[config.mk]
export PLATFORM = sky130hd
export DESIGN_NAME = id_operand_buffer_flat
export DESIGN_NICKNAME = d
export VERILOG_FILES = /design/src/rtl/id_operand_buffer_if.sv /design/src/rtl/id_operand_buffer.sv /design/src/flat_wrapper.sv
export SDC_FILE = /design/constraint.sdc
export NUM_CORES = 1
export LEC_CHECK = 0
export ABC_AREA = 1
export CAP_MARGIN = 40
export CORE_UTILIZATION = 63
export CTS_CLUSTER_SIZE = 30
export DETAILED_ROUTE_END_ITERATION = 7
export DONT_BUFFER_PORTS = 1
export GPL_TIMING_DRIVEN = 0
export PLACE_DENSITY = 0.83
export SYNTH_ARGS = -nofsm -noshare
export SYNTH_HDL_FRONTEND = slang
export SYNTH_SLANG_ARGS = --single-unit
[constraint.sdc]
create_clock -name clk_i -period 5.1 [get_ports clk_i]
set_input_delay 0.765 -clock clk_i [delete_from_list [all_inputs] [get_ports clk_i]]
set_output_delay 0.765 -clock clk_i [all_outputs]
set_load 0.03 [all_outputs]
[src/rtl/id_operand_buffer_if.sv]
// Handshake bundle for the decode-stage operand buffer: upstream push channel and
// downstream head channel. Signal suffixes are from the buffer's point of view.
interface id_operand_buffer_if #(
  parameter int WIDTH     = 34,
  parameter int NUM_LANES = 2
);
  logic                 in_valid_i;
  logic                 in_ready_o;
  logic [NUM_LANES-1:0] in_mask_i;
  logic [WIDTH-1:0]     in_data_i [NUM_LANES];
  logic                 out_valid_o;
  logic                 out_ready_i;
  logic [NUM_LANES-1:0] out_mask_o;
  logic [WIDTH-1:0]     out_data_o [NUM_LANES];

  modport slave (
    input  in_valid_i, in_mask_i, in_data_i, out_ready_i,
    output in_ready_o, out_valid_o, out_mask_o, out_data_o
  );

  modport master (
    output in_valid_i, in_mask_i, in_data_i, out_ready_i,
    input  in_ready_o, out_valid_o, out_mask_o, out_data_o
  );
endinterface

[src/rtl/id_operand_buffer.sv]
// Circular FIFO of operand bundles with per-lane masking on the head output.
// Define OPBUF_BYPASS_EN for a combinational empty-buffer pass-through path.
module id_operand_buffer #(
  parameter  int WIDTH     = 34,
  parameter  int NUM_LANES = 2,
  parameter  int DEPTH     = 4,
  localparam int PW        = $clog2(DEPTH),
  localparam int CW        = $clog2(DEPTH + 1)
) (
  input  logic                      clk_i,
  input  logic                      rst_ni,
  input  logic                      flush_i,
  id_operand_buffer_if.slave        bus,
  output logic [CW-1:0]             count_o
);

  logic [PW-1:0]        wr_ptr_q, wr_ptr_d;
  logic [PW-1:0]        rd_ptr_q, rd_ptr_d;
  logic [CW-1:0]        count_q, count_d;

  logic [NUM_LANES-1:0] mask_mem [DEPTH];
  logic [WIDTH-1:0]     data_mem [DEPTH][NUM_LANES];

  logic                 empty, full, pop, push, write;
  logic                 head_valid;
  logic [NUM_LANES-1:0] head_mask;
  logic [WIDTH-1:0]     head_data [NUM_LANES];

  assign empty = (count_q == '0);
  assign full  = (count_q == CW'(DEPTH));
  assign pop   = ~empty & bus.out_ready_i;
  assign push  = bus.in_valid_i & bus.in_ready_o;

  assign bus.in_ready_o = ~full | pop;

`ifdef OPBUF_BYPASS_EN
  logic bypass_show;
  assign bypass_show = empty & bus.in_valid_i & ~flush_i;
  // A bypassed bundle consumed downstream this cycle must not also be stored.
  assign write = push & ~(bypass_show & bus.out_ready_i);
`else
  assign write = push;
`endif

  always_comb begin
    wr_ptr_d = wr_ptr_q;
    rd_ptr_d = rd_ptr_q;
    count_d  = count_q;
    if (flush_i) begin
      wr_ptr_d = '0;
      rd_ptr_d = '0;
      count_d  = '0;
    end else begin
      if (write) wr_ptr_d = wr_ptr_q + PW'(1);
      if (pop)   rd_ptr_d = rd_ptr_q + PW'(1);
      case ({write, pop})
        2'b10:   count_d = count_q + CW'(1);
        2'b01:   count_d = count_q - CW'(1);
        default: count_d = count_q;
      endcase
    end
  end

  always_ff @(posedge clk_i or negedge rst_ni) begin
    if (!rst_ni) begin
      wr_ptr_q <= '0;
      rd_ptr_q <= '0;
      count_q  <= '0;
    end else begin
      wr_ptr_q <= wr_ptr_d;
      rd_ptr_q <= rd_ptr_d;
      count_q  <= count_d;
    end
  end

  // Storage is deliberately left out of reset; the count gates every read.
  always_ff @(posedge clk_i) begin
    if (write && !flush_i) begin
      mask_mem[wr_ptr_q] <= bus.in_mask_i;
      for (int k = 0; k < NUM_LANES; k++) begin
        data_mem[wr_ptr_q][k] <= bus.in_data_i[k];
      end
    end
  end

  always_comb begin
    head_valid = ~empty;
    head_mask  = empty ? '0 : mask_mem[rd_ptr_q];
    for (int k = 0; k < NUM_LANES; k++) begin
      head_data[k] = data_mem[rd_ptr_q][k];
    end
`ifdef OPBUF_BYPASS_EN
    if (bypass_show) begin
      head_valid = 1'b1;
      head_mask  = bus.in_mask_i;
      for (int k = 0; k < NUM_LANES; k++) begin
        head_data[k] = bus.in_data_i[k];
      end
    end
`endif
  end

  assign bus.out_valid_o = head_valid;
  assign bus.out_mask_o  = head_mask;
  assign count_o         = count_q;

  generate
    for (genvar gi = 0; gi < NUM_LANES; gi++) begin : g_lane
      assign bus.out_data_o[gi] = head_mask[gi] ? head_data[gi] : '0;
    end
  endgenerate

endmodule
[src/flat_wrapper.sv]
// flat-port wrapper written by rule: the top's interface ports become plain ports
module id_operand_buffer_flat 
#(
  parameter  int WIDTH     = 34,
  parameter  int NUM_LANES = 2,
  parameter  int DEPTH     = 4,
  localparam int PW        = $clog2(DEPTH),
  localparam int CW        = $clog2(DEPTH + 1)
)
  (clk_i, rst_ni, flush_i, count_o, bus_in_valid_i, bus_in_mask_i, bus_in_data_i, bus_out_ready_i, bus_in_ready_o, bus_out_valid_o, bus_out_mask_o, bus_out_data_o);
  id_operand_buffer_if #(.WIDTH(WIDTH), .NUM_LANES(NUM_LANES)) bus_i ();
  input  logic clk_i;
  input  logic rst_ni;
  input  logic flush_i;
  output logic [CW-1:0] count_o;
  input wire logic [$bits(bus_i.in_valid_i)-1:0] bus_in_valid_i;
  input wire logic [$bits(bus_i.in_mask_i)-1:0] bus_in_mask_i;
  input wire logic [$bits(bus_i.in_data_i)-1:0] bus_in_data_i;
  input wire logic [$bits(bus_i.out_ready_i)-1:0] bus_out_ready_i;
  output wire logic [$bits(bus_i.in_ready_o)-1:0] bus_in_ready_o;
  output wire logic [$bits(bus_i.out_valid_o)-1:0] bus_out_valid_o;
  output wire logic [$bits(bus_i.out_mask_o)-1:0] bus_out_mask_o;
  output wire logic [$bits(bus_i.out_data_o)-1:0] bus_out_data_o;
  assign bus_i.in_valid_i = bus_in_valid_i;
  assign bus_i.in_mask_i = bus_in_mask_i;
  assign bus_i.in_data_i = {>>{bus_in_data_i}};
  assign bus_i.out_ready_i = bus_out_ready_i;
  assign bus_in_ready_o = bus_i.in_ready_o;
  assign bus_out_valid_o = bus_i.out_valid_o;
  assign bus_out_mask_o = bus_i.out_mask_o;
  assign bus_out_data_o = {>>{bus_i.out_data_o}};
  id_operand_buffer #(.WIDTH(WIDTH), .NUM_LANES(NUM_LANES), .DEPTH(DEPTH)) u_core (.clk_i(clk_i), .rst_ni(rst_ni), .flush_i(flush_i), .bus(bus_i), .count_o(count_o));
endmodule
; Word level (Yosys, flattened, before mapping)
; Memory sizes are Yosys's and may differ from the RTL's.
; Cells that the tools add are included.
[totals]
reg_bits = 7
ramBits = 280
memories = 2
[mem_list]
columns = memory, words, word_bits, read_ports, rd_clocked_by_memory_dff, write_ports, line
row1 = u_core.data_mem, 4, 68, 1, 0, 1, id_operand_buffer.sv:22  ; logic [WIDTH-1:0] data_mem [DEPTH][NUM_LANES];
row2 = u_core.mask_mem, 4, 2, 1, 0, 1, id_operand_buffer.sv:21  ; logic [NUM_LANES-1:0] mask_mem [DEPTH];
[op_classes]
add_sub_neg = 4
eq_ne = 3
mux = 11
n_bitwise = 5
n_reduce_logical = 6
[op_table]
columns = cell, count
row1 = 34-bit 2-to-1 mux, 2
row2 = 2-bit 2-to-1 mux, 5
row3 = 3-bit case mux with 2 select lines, 1
row4 = 2-bit by 1-bit adder with 2-bit output (second input constant), 2
row5 = 2-bit nonzero test, 2
row6 = 3-bit by 1-bit adder with 3-bit output (second input constant), 1
row7 = 3-bit == test (second input constant), 1
row8 = 3-bit zero test, 1
row9 = 3-bit 2-to-1 mux, 1
row10 = 3-bit nonzero test, 1
row11 = 3-bit by 1-bit subtractor with 3-bit output (second input constant), 1
row12 = 1-bit bitwise AND, 2
row13 = 2-bit by 1-bit == test with 1-bit output (second input constant), 1
row14 = 2-bit == test (second input constant), 1
row15 = 1-bit 2-to-1 mux, 2
row16 = 1-bit NOT, 2
row17 = 1-bit logical AND, 1
row18 = 1-bit zero test, 1
row19 = 1-bit bitwise OR, 1

; Depth between registers and ports, before layout
; Gate-level depths: netlist of the first run.
[depth]
depth_word = 8
mapped_depth = 11
mapped_depth_nobuf = 11

; Worst setup path before layout of the first run
; OpenSTA, ideal clock, no wires.
[synth_timing]
path_kind = input port to flip-flop
start = in bus_out_ready_i
end = mem u_core.data_mem[0][0] in the netlist's numbering (enable)
arrival_ns = 4.317
t_required_ns = 4.601
slack_ns = 0.284
cell_stages = 4
path_buffers = 0
cell_sequence = inv_1 nand3_1 nand3_1 nor2_1
[synth_between]
elab_chain_len = 6
[synth_lines]
columns = item, line
row1 = start: declaration, flat_wrapper.sv:19  ; input wire logic [$bits(bus_i.out_ready_i)-1:0] bus_out_ready_i;
row2 = 1-bit bitwise AND, id_operand_buffer.sv:31  ; assign pop = ~empty & bus.out_ready_i;
row3 = 1-bit bitwise OR, id_operand_buffer.sv:34  ; assign bus.in_ready_o = ~full | pop;
row4 = via bus_in_ready_o, flat_wrapper.sv:20  ; output wire logic [$bits(bus_i.in_ready_o)-1:0] bus_in_ready_o;
row5 = 1-bit bitwise AND, id_operand_buffer.sv:32  ; assign push = bus.in_valid_i & bus.in_ready_o;
row6 = 1-bit logical AND, id_operand_buffer.sv:78  ; if (write && !flush_i) begin
row7 = 1-bit 2-to-1 mux, id_operand_buffer.sv:78
row8 = 1-bit 2-to-1 mux (implied by the code), id_operand_buffer.sv:81  ; data_mem[wr_ptr_q][k] <= bus.in_data_i[k];
row9 = end: declaration, id_operand_buffer.sv:22
; The timed path passes the listed nets, and every way through them passes these cells.

; Worst setup path after layout of the first run
[layout_timing]
start = reg u_core.count_q[1], in the netlist u_core.count_o[1]
end = out bus_out_data_o[2]
[layout_between]
elab_chain_len = 3
[layout_lines]
columns = item, line
row1 = start: declaration, id_operand_buffer.sv:19  ; logic [CW-1:0] count_q, count_d;
row2 = start signal: assignment, id_operand_buffer.sv:72  ; count_q <= count_d;
row3 = 3-bit zero test, id_operand_buffer.sv:29  ; assign empty = (count_q == '0);
row4 = 2-bit 2-to-1 mux, id_operand_buffer.sv:88  ; head_mask = empty ? '0 : mask_mem[rd_ptr_q];
row5 = 34-bit 2-to-1 mux, id_operand_buffer.sv:109  ; assign bus.out_data_o[gi] = head_mask[gi] ? head_data[gi] : '0;
row6 = end: declaration, flat_wrapper.sv:23  ; output wire logic [$bits(bus_i.out_data_o)-1:0] bus_out_data_o;
; Every way passes these cells.

==> results of run 1 <==
[Yosys cell counts]
cell,instances,area [µm²]
fa_1,1,20.0
inv_6,1,8.76
buf_1,9,33.8
o21ai_0,134,671
dfrtp_1,7,175
xnor2_1,1,8.76
edfxtp_1,280,8410
clkinv_1,1,3.75
inv_1,14,52.6
inv_2,2,7.51
buf_2,19,95.1
o21ai_1,11,55.1
nand3_1,11,55.1
clkbuf_1,13,48.8
buf_4,3,22.5
buf_6,8,90.1
a21oi_1,12,60.1
nand2_1,9,33.8
nand2_2,2,12.5
a21oi_2,58,508
nor2_1,283,1060
ha_1,4,50.1
nand4_1,2,12.5
o22ai_2,2,25.0
[repair_timing]
item	in CTS	in global routing
hold buffers	1	0
gates resized for setup	0	0
endpoints found under the hold margin	7	0
[area by class of cell]
class / count / area (µm²) / share of cell area
flip-flops and latches: 287 / 8580 / 0.661
multi-input cells: 530 / 2600 / 0.201
clock buffers: 32 / 694 / 0.0535
plain buffers: 52 / 290 / 0.0224
repair buffers: 13 / 288 / 0.0222
well taps: 229 / 287 / 0.0221
clock inverters: 17 / 163 / 0.0125
inverters: 18 / 72.6 / 0.00559
[worst reg2reg max path: cells and delay by family, from the launching register on]
| kind | cells | cell delay (ps) |
|---|---|---|
| DFF | 1 | 590 |
| and+or+nand+nor | 4 | 1570 |
| buffers and inverters | 2 | 460 |
[metrics by stage]
| step | hold WS (ps) | std cells | TNS [ps] | total power (W) | worst slack, ps |
|---|---|---|---|---|---|
| 2_1_floorplan | 469 | 887 | 0 | 0.00432 | 284 |
| 3_3_place_gp | 470 | 1116 | -531100 | 0.00468 | -1940 |
| 3_5_place_dp | 470 | 1128 | 0 | 0.00473 | 2090 |
| 4_1_cts | 281 | 1178 | 0 | 0.00664 | 1610 |
| 5_1_grt | 289 | 1178 | 0 | 0.00687 | 1510 |
| 6_report | 290 | 1178 | 0 | 0.00662 | 1590 |
[registers in the layout, indices dropped and copies added (netlist names)]
register         flops
u_core.mask_mem      8
u_core.count_o       3
u_core.wr_ptr_q      2
u_core.rd_ptr_q      2
u_core.data_mem    272
[path summary, 6_finish.rpt]
check / startpoint / to / cells after the start
min in group asynchronous: rst_ni / u_core.wr_ptr_q[1] / 1
max in group asynchronous: rst_ni / u_core.count_o[0] / 1
worst min register to register: u_core.wr_ptr_q[1] / u_core.wr_ptr_q[1] / 2
worst max register to register: u_core.count_o[1] / u_core.data_mem[3][35] / 6
worst min-delay path: flush_i / u_core.rd_ptr_q[1] / 1
worst max-delay path: u_core.count_o[1] / bus_out_data_o[2] / 4
[power groups by stage]
stage          Combinational (W)  Clock (W)  Sequential (W)
3_3_place_gp             0.00185          0         0.00283
3_5_place_dp             0.00192          0         0.00281
2_1_floorplan            0.00150          0         0.00282
4_1_cts                  0.00193    0.00194         0.00277
6_report                 0.00192    0.00193         0.00277
5_1_grt                  0.00207    0.00203         0.00277
[cell families (layout without fill, tap and decap cells)]
family	after synthesis	in the layout	share of synthesized area
and+or+nand+nor	307	307	0.102
DFF	287	287	0.745
AOI/OAI and AO/OA	217	217	0.114
buffers and inverters	70	132	0.0315
adders and majority gates	5	5	0.00608
xor gates and xnor gates	1	1	0.000760
[metal layers]
layer,track usage,share of wire
met2,0.458,0.52
met1,0.300,0.37
met5,0,0
met4,0.0794,0.018
met3,0.0809,0.094
==> impl_metrics.env, run 1 <==
export IMPL_drtAntennaViolNets=0
export IMPL_syn_to_final_growth_pct=12.7
export IMPL_p_leak_nw=4.34
export IMPL_cpPeakStageDelay_ps=750
export IMPL_seq_power_share=0.418
export IMPL_crit_chain="nor2_1 -> nand2_1 -> nand2_2 -> a21oi_1"
export IMPL_drc=0
export IMPL_fillCellCount=1152
export IMPL_final_area_um2=13000
export IMPL_path_buf_inv=0
export IMPL_slew_violations=0
export IMPL_critPathSlowestCell="a21oi_1"
export IMPL_grt_max_degree=27
export IMPL_grt_usage=0.258
export IMPL_cts_setup_buffers=0
export IMPL_switching_share=0.356
export IMPL_syn_mean_instance_area_um2=13.0
export IMPL_routed_wl_um=24400
export IMPL_dp_hpwl_um=15200
export IMPL_cp_max_fo=8
export IMPL_cts_sinks=287
export IMPL_cap_violations=0
export IMPL_synth_seq_cells=287
export IMPL_fp_dieW_um=137
export IMPL_gr_total_overflow=0
export IMPL_fin_crit_sh=0.688
export IMPL_rrSetupSlack_ps=2140
export IMPL_placed_area_um2=12100
export IMPL_crit_type="flip-flop to output pin"
export IMPL_clockBufferDepth=3
export IMPL_layout_common_cells="280 x edfxtp_1, 279 x nor2_1, 134 x o21ai_0"
export IMPL_start_kind="flip-flop"
export IMPL_rsz0062_at_grt="false"
export IMPL_antenna_found_initial=0
export IMPL_syn_inst=887
export IMPL_cts_tree="done"
export IMPL_clk_latency_ps=530
export IMPL_clkSlewWorstSetupHoldPaths_ps=70
export IMPL_end_kind="output pin"
export IMPL_drive_above_1_share=0.157
export IMPL_peakVddDrop_mv=0.378
export IMPL_yosysSeqAreaShare=0.745
export IMPL_cp_top_family="simple AND/OR/NAND/NOR gates"
export IMPL_layout_cells_most_common="edfxtp_1"
export IMPL_p_int_w=0.00426
export IMPL_syn_num_nets=967
export IMPL_combPwrFrac=0.290
export IMPL_dr_pass1_iters=5
export IMPL_synth_cell_types=24
export IMPL_die_y_um=137
export IMPL_grt_first_pass_wirelength_um=35800
export IMPL_portBuffers=0
export IMPL_holdCritPathClass="input pin to flip-flop"
export IMPL_p_per_area_nw_per_um2=510
export IMPL_route_vias_total=6918
export IMPL_start_util=0.641
export IMPL_finalHoldViolCount=0
export IMPL_root_buffer="clkbuf_16"
export IMPL_grt_pass1_vias=6777
export IMPL_io_pins=150
export IMPL_final_util=0.723
export IMPL_crit_required_ps=4340
export IMPL_vias_per_cell=5.87
export IMPL_netlist_area_um2=11500
export IMPL_h_tree_depth=1
export IMPL_status="completed"
export IMPL_drt_iter0_drc=498
export IMPL_yosys_warnings=0
export IMPL_tightest_slew_ps=871
export IMPL_wl_per_cell_um=20.7
export IMPL_netSwitchingPower_w=0.00236
export IMPL_fp_row_count=49
export IMPL_die_area_um2=18800
export IMPL_core_um2=18000
export IMPL_layout_nets=1009
export IMPL_finClkSkew_ps=27.4
export IMPL_gp_congestion=0.791
export IMPL_max_freq_mhz=285
export IMPL_insertedDiodeCount=0
export IMPL_cts_buffers=27
export IMPL_relSlewSlack=0.421
export IMPL_min_period_ps=3510
export IMPL_clkPwrFrac=0.292
export IMPL_arrival_ps=2750
export IMPL_setup_violations=0
No activity file was read; power rests on OpenSTA's default activity.
==> run 2: changes to the inputs <==
--- a/config.mk
+++ b/config.mk
@@ -7,12 +7,12 @@
 export LEC_CHECK = 0
 export ABC_AREA = 1
 export CAP_MARGIN = 40
-export CORE_UTILIZATION = 63
+export CORE_UTILIZATION = 57
 export CTS_CLUSTER_SIZE = 30
 export DETAILED_ROUTE_END_ITERATION = 7
 export DONT_BUFFER_PORTS = 1
 export GPL_TIMING_DRIVEN = 0
-export PLACE_DENSITY = 0.83
+export PLACE_DENSITY = 0.79
 export SYNTH_ARGS = -nofsm -noshare
 export SYNTH_HDL_FRONTEND = slang
 export SYNTH_SLANG_ARGS = --single-unit
==> constraint.sdc (replaced) <==
create_clock -name clk_i -period 3.1 [get_ports clk_i]
set_input_delay 0.465 -clock clk_i [delete_from_list [all_inputs] [get_ports clk_i]]
set_output_delay 0.465 -clock clk_i [all_outputs]
set_load 0.03 [all_outputs]
==> run 2 against run 1 <==
Compared with the run above:
- sequential cell count did not move
- sequential power increased by 64%
- largest power group unchanged
- hold slack lost 270 ps
- register-to-register slack got worse by 1900 ps
- utilization decreased by 2.3 points
- clock skew fell by 8.6 ps
==> impl_metrics.env, run 2 (synthesis results as in run 1) <==
export IMPL_finClkSkew_ps=18.8
export IMPL_layout_nets=1065
export IMPL_slew_violations=0
export IMPL_register_area_um2=8580
export IMPL_dr_pass1_iters=5
export IMPL_drtAntennaViolNets=0
export IMPL_cap_violations=0
export IMPL_wl_per_cell_um=20.1
export IMPL_clk_latency_ps=550
export IMPL_start_kind="flip-flop"
export IMPL_max_freq_mhz=334
export IMPL_cpPeakStageDelay_ps=540
export IMPL_core_um2=19700
export IMPL_post_place_ws_ps=-67.1
export IMPL_routed_wl_um=25600
export IMPL_cts_buffers=29
export IMPL_layout_cells_most_common="edfxtp_1"
export IMPL_cts_sinks=287
export IMPL_status="completed"
export IMPL_p_per_area_nw_per_um2=837
export IMPL_largest_register="u_core.data_mem"
export IMPL_rsz0062_at_grt="false"
export IMPL_crit_chain="buf_6 -> inv_6 -> buf_6 -> clkbuf_1 -> o21ai_0 -> a21oi_1"
export IMPL_finalHoldViolCount=0
export IMPL_fp_dieW_um=144
export IMPL_placed_area_um2=12100
export IMPL_cp_max_fo=10
export IMPL_root_buffer="clkbuf_16"
export IMPL_p_leak_nw=4.63
export IMPL_clockBufferDepth=3
export IMPL_fin_crit_sh=0.966
export IMPL_route_vias_total=7150
export IMPL_drc=0
export IMPL_tns_ps=0
export IMPL_tightest_slew_ps=794
export IMPL_syn_to_final_growth_pct=19.4
export IMPL_die_y_um=144
export IMPL_clkSlewWorstSetupHoldPaths_ps=60
export IMPL_drive_above_1_share=0.171
export IMPL_crit_top_cell="buf_6"
export IMPL_vias_per_cell=5.62
export IMPL_cts_tree="done"
export IMPL_final_area_um2=13800
export IMPL_insertedDiodeCount=0
export IMPL_relSlewSlack=0.469
export IMPL_layout_common_cells="280 x edfxtp_1, 279 x nor2_1, 134 x o21ai_0"
export IMPL_dp_hpwl_um=15000
export IMPL_final_util=0.700
export IMPL_end_kind="output pin"
export IMPL_grt_usage=0.248
export IMPL_arrival_ps=2530
export IMPL_grt_first_pass_wirelength_um=38000
export IMPL_antenna_found_initial=0
export IMPL_largest_reg_flops=272
export IMPL_gp_congestion=0.788
export IMPL_portBuffers=0
export IMPL_fin_ws_ps=106
export IMPL_start_util=0.586
export IMPL_critPathSlowestCell="a21oi_1"
export IMPL_fp_row_count=51
export IMPL_grt_pass1_vias=6923
export IMPL_min_period_ps=2990
export IMPL_holdCritPathClass="input pin to flip-flop"
export IMPL_io_pins=150
export IMPL_setup_violations=0
export IMPL_fillCellCount=1306
export IMPL_multi_input_area_um2=2640
export IMPL_crit_required_ps=2630
export IMPL_drt_iter0_drc=616
export IMPL_h_tree_depth=1
export IMPL_gr_total_overflow=0
export IMPL_peakVddDrop_mv=0.589
export IMPL_grt_max_degree=27
export IMPL_crit_type="flip-flop to output pin"
export IMPL_die_area_um2=20800
## run 2: repair_timing
item / 4_1_cts / 5_1_grt
setup buffers: 1 / 2
setup endpoints to repair: 43 / 22
hold buffers: 47 / 6
pin swaps: 1 / 1
gates resized for setup: 7 / 3
hold endpoints to repair: 168 / 14
## run 2: layer usage
metal / vias to the layer above / part of all wire / GRT usage / wire, µm
met5: - / 0 / 0 / 0
met4: 0 / 0.022 / 0.0864 / 568
met3: 51 / 0.092 / 0.0629 / 2360
met2: 311 / 0.50 / 0.423 / 12900
met1: 3434 / 0.38 / 0.310 / 9840
li1: 3354 / - / - / -
## run 2: worst max-delay path: cells and delay by family (launching register included)
family | cells | cell delay [ps]
AO/OA/AOI/OAI | 2 | 720
buffers and inverters | 4 | 850
flip-flops | 1 | 400
## run 2: final timing paths
kind	start	endpoint	slack, ps	cells after the start
max in group asynchronous	rst_ni	u_core.count_o[2]	2550	1
worst max register to register	u_core.count_o[0]	u_core.data_mem[3][28]	280	6
worst max-delay path	u_core.rd_ptr_q[0]	bus_out_data_o[37]	110	6
worst min-delay path	bus_in_data_i[2]	u_core.data_mem[1][2]	20	0
worst min register to register	u_core.wr_ptr_q[1]	u_core.wr_ptr_q[1]	620	2
min in group asynchronous	rst_ni	u_core.count_o[0]	270	1
## run 2: final cells by class
type	instances	area share
Buffer	52	0.0211
Clock buffer	29	0.0528
Clock inverter	25	0.0213
Inverter	18	0.00528
Multi-Input combinational cell	530	0.192
Sequential cell	287	0.624
Tap cell	265	0.0241
Timing Repair Buffer	67	0.0595
## run 2: through the flow
step                hold slack [ps]  std cells  power (W)
floorplan                       169        887    0.00710
global placement                170       1152    0.00772
detailed placement              170       1163    0.00781
CTS                         0.00205       1265     0.0115
global route                0.00677       1273     0.0119
finish                         17.3       1273     0.0115
## run 2: power breakdown
group | internal, W | switching (W) | leakage (nW)
Sequential | 0.00445 | 0.000101 | 2.64
Clock | 0.00221 | 0.00146 | 0.475
Combinational | 0.000773 | 0.00253 | 1.52
==> run 3: changes to the inputs <==
--- a/config.mk
+++ b/config.mk
@@ -7,12 +7,13 @@
 export LEC_CHECK = 0
 export ABC_AREA = 1
 export CAP_MARGIN = 40
-export CORE_UTILIZATION = 57
+export CORE_UTILIZATION = 59
+export CTS_BUF_LIST = sky130_fd_sc_hd__clkbuf_4 sky130_fd_sc_hd__clkbuf_8
 export CTS_CLUSTER_SIZE = 30
 export DETAILED_ROUTE_END_ITERATION = 7
 export DONT_BUFFER_PORTS = 1
 export GPL_TIMING_DRIVEN = 0
-export PLACE_DENSITY = 0.79
+export PLACE_DENSITY = 0.82
 export SYNTH_ARGS = -nofsm -noshare
 export SYNTH_HDL_FRONTEND = slang
 export SYNTH_SLANG_ARGS = --single-unit
==> run 3 against run 2 <==
Compared with the run above:
- sequential power barely moved
- critical path depth rose by 1
- highest routed layer unchanged
- non-clock buffer count fell by 10
- combinational power barely moved
- largest power group unchanged
- register-to-register slack got worse by 30 ps
- count of clock-buffer cells in the layout rose by 28
- largest cell class unchanged
- cell count rose by 0.55%
- first-iteration DRC count fell by 12%
- maximum frequency fell by 0.12%
- sequential share of layout area rose by 1.5 points
- setup slack got worse by 3.7 ps
- via count rose by 1.3%
==> impl_metrics.env, run 3 (synthesis results as in run 1) <==
export IMPL_status="completed"
export IMPL_peakVddDrop_mv=0.624
export IMPL_hp_start="bus_in_data_i[11]"
export IMPL_timing_rr_end="u_core.data_mem[2][26]"
export IMPL_dp_hpwl_um=15200
export IMPL_clkSlewWorstSetupHoldPaths_ps=70
export IMPL_layout_nets=1070
export IMPL_die_area_um2=20100
export IMPL_grt_max_degree=26
export IMPL_grt_usage=0.264
export IMPL_end_kind="output pin"
export IMPL_start_kind="flip-flop"
export IMPL_largest_reg_flops=272
export IMPL_h_tree_depth=2
export IMPL_layout_cells_most_common="edfxtp_1"
export IMPL_cts_sinks=287
export IMPL_r2r_start="u_core.count_o[0]"
export IMPL_relSlewSlack=0.491
export IMPL_largest_register="u_core.data_mem"
export IMPL_fillCellCount=1227
export IMPL_antenna_found_initial=0
export IMPL_die_y_um=142
export IMPL_cp_max_fo=10
export IMPL_crit_chain="buf_6 -> buf_2 -> buf_2 -> nor2_1 -> nor2_1 -> o21ai_0 -> a21oi_1"
export IMPL_register_area_um2=8580
export IMPL_fp_row_count=50
export IMPL_drtAntennaViolNets=0
export IMPL_finClkSkew_ps=18.7
export IMPL_arrival_ps=2530
export IMPL_cts_tree="done"
export IMPL_slew_violations=0
export IMPL_min_period_ps=3000
export IMPL_reg2reg_depth=5
export IMPL_tightest_slew_ps=767
export IMPL_multi_input_area_um2=2630
export IMPL_cp_top_family="buffers and inverters"
export IMPL_gr_total_overflow=0
export IMPL_io_pins=150
export IMPL_crit_cells=7
export IMPL_gp_congestion=0.822
export IMPL_drc=0
export IMPL_core_um2=18900
export IMPL_start_util=0.610
export IMPL_tns_ps=0
export IMPL_grt_pass1_vias=7200
export IMPL_endpoint="bus_out_data_o[3]"
export IMPL_critical_path_startpoint="u_core.rd_ptr_q[0]"
export IMPL_grt_first_pass_wirelength_um=39200
export IMPL_fp_dieW_um=142
export IMPL_p_leak_nw=4.54
export IMPL_insertedDiodeCount=0
export IMPL_drive_above_1_share=0.184
export IMPL_rrSetupSlack_ps=250
export IMPL_p_per_area_nw_per_um2=797
export IMPL_critPathSlowestCell="a21oi_1"
export IMPL_crit_type="flip-flop to output pin"
export IMPL_final_area_um2=13400
export IMPL_syn_to_final_growth_pct=16.6
export IMPL_holdCritPathClass="input pin to flip-flop"
export IMPL_clk_latency_ps=540
export IMPL_placed_area_um2=12100
export IMPL_fin_ws_ps=103
export IMPL_cpPeakStageDelay_ps=620
export IMPL_max_freq_mhz=334
export IMPL_layout_common_cells="280 x edfxtp_1, 279 x nor2_1, 134 x o21ai_0"
export IMPL_fin_crit_sh=0.967
export IMPL_cts_buffers=44
export IMPL_dr_pass1_iters=5
export IMPL_routed_wl_um=26100
export IMPL_finalHoldViolCount=0
export IMPL_setup_violations=0
export IMPL_root_buffer="clkbuf_8"
export IMPL_route_vias_total=7244
export IMPL_path_buf_inv=3
export IMPL_vias_per_cell=5.66
export IMPL_drt_iter0_drc=541
export IMPL_crit_required_ps=2630
export IMPL_wl_per_cell_um=20.4
export IMPL_rsz0062_at_grt="false"
export IMPL_portBuffers=0
export IMPL_post_place_ws_ps=-28.1
export IMPL_clockBufferDepth=3
export IMPL_cap_violations=0
[run 3: power breakdown]
part	switching (W)	total [W]	internal (W)
registers	0.000102	0.00455	0.00445
logic	0.00253	0.00330	0.000762
clock network	0.00137	0.00286	0.00149
total	0.00400	0.0107	0.00670
[run 3: worst min path at each step]
stage | end | slack, ps | depth (start not counted)
floorplan | u_core.count_o[0] | 170 | 0
global placement | u_core.count_o[2] | 170 | 0
detailed placement | u_core.count_o[0] | 170 | 0
CTS | u_core.data_mem[2][24] | 0.005 | 0
global route | u_core.data_mem[3][8] | -1 | 0
finish | u_core.data_mem[0][11] | 20 | 0
[run 3: per-layer routing]
| layer | wire length [µm] | up-vias | GRT usage |
|---|---|---|---|
| li1 | - | 3359 | - |
| met1 | 9890 | 3516 | 0.324 |
| met2 | 13200 | 313 | 0.452 |
| met3 | 2310 | 56 | 0.0699 |
| met4 | 634 | 0 | 0.0962 |
| met5 | 0 | - | 0 |
[run 3: stage by stage]
step           power (W)  hold WS [ps]  utilization  std cells
2_1_floorplan    0.00710           169            -        887
3_3_place_gp     0.00771           170        0.627       1147
3_5_place_dp     0.00782           170        0.643       1158
4_1_cts           0.0107       0.00544        0.705       1271
5_1_grt           0.0112         -1.08        0.711       1280
6_report          0.0107          20.4        0.711       1280
[run 3: what timing repair did]
| item | in CTS | in global routing |
|---|---|---|
| gates resized for setup | 3 | 5 |
| buffers inserted | 1 | 2 |
| endpoints found under the hold margin | 115 | 15 |
| hold buffers | 36 | 6 |
| endpoints found under the setup margin | 70 | 30 |
| pin swaps | 1 | 1 |
[run 3: area by class of cell]
| class | count | area share |
|---|---|---|
| Multi-Input combinational cell | 530 | 0.196 |
| Timing Repair Buffer | 57 | 0.0548 |
| Tap cell | 260 | 0.0242 |
| Inverter | 18 | 0.00540 |
| Sequential cell | 287 | 0.639 |
| Buffer | 52 | 0.0216 |
| Clock buffer | 57 | 0.0528 |
| Clock inverter | 19 | 0.00652 |
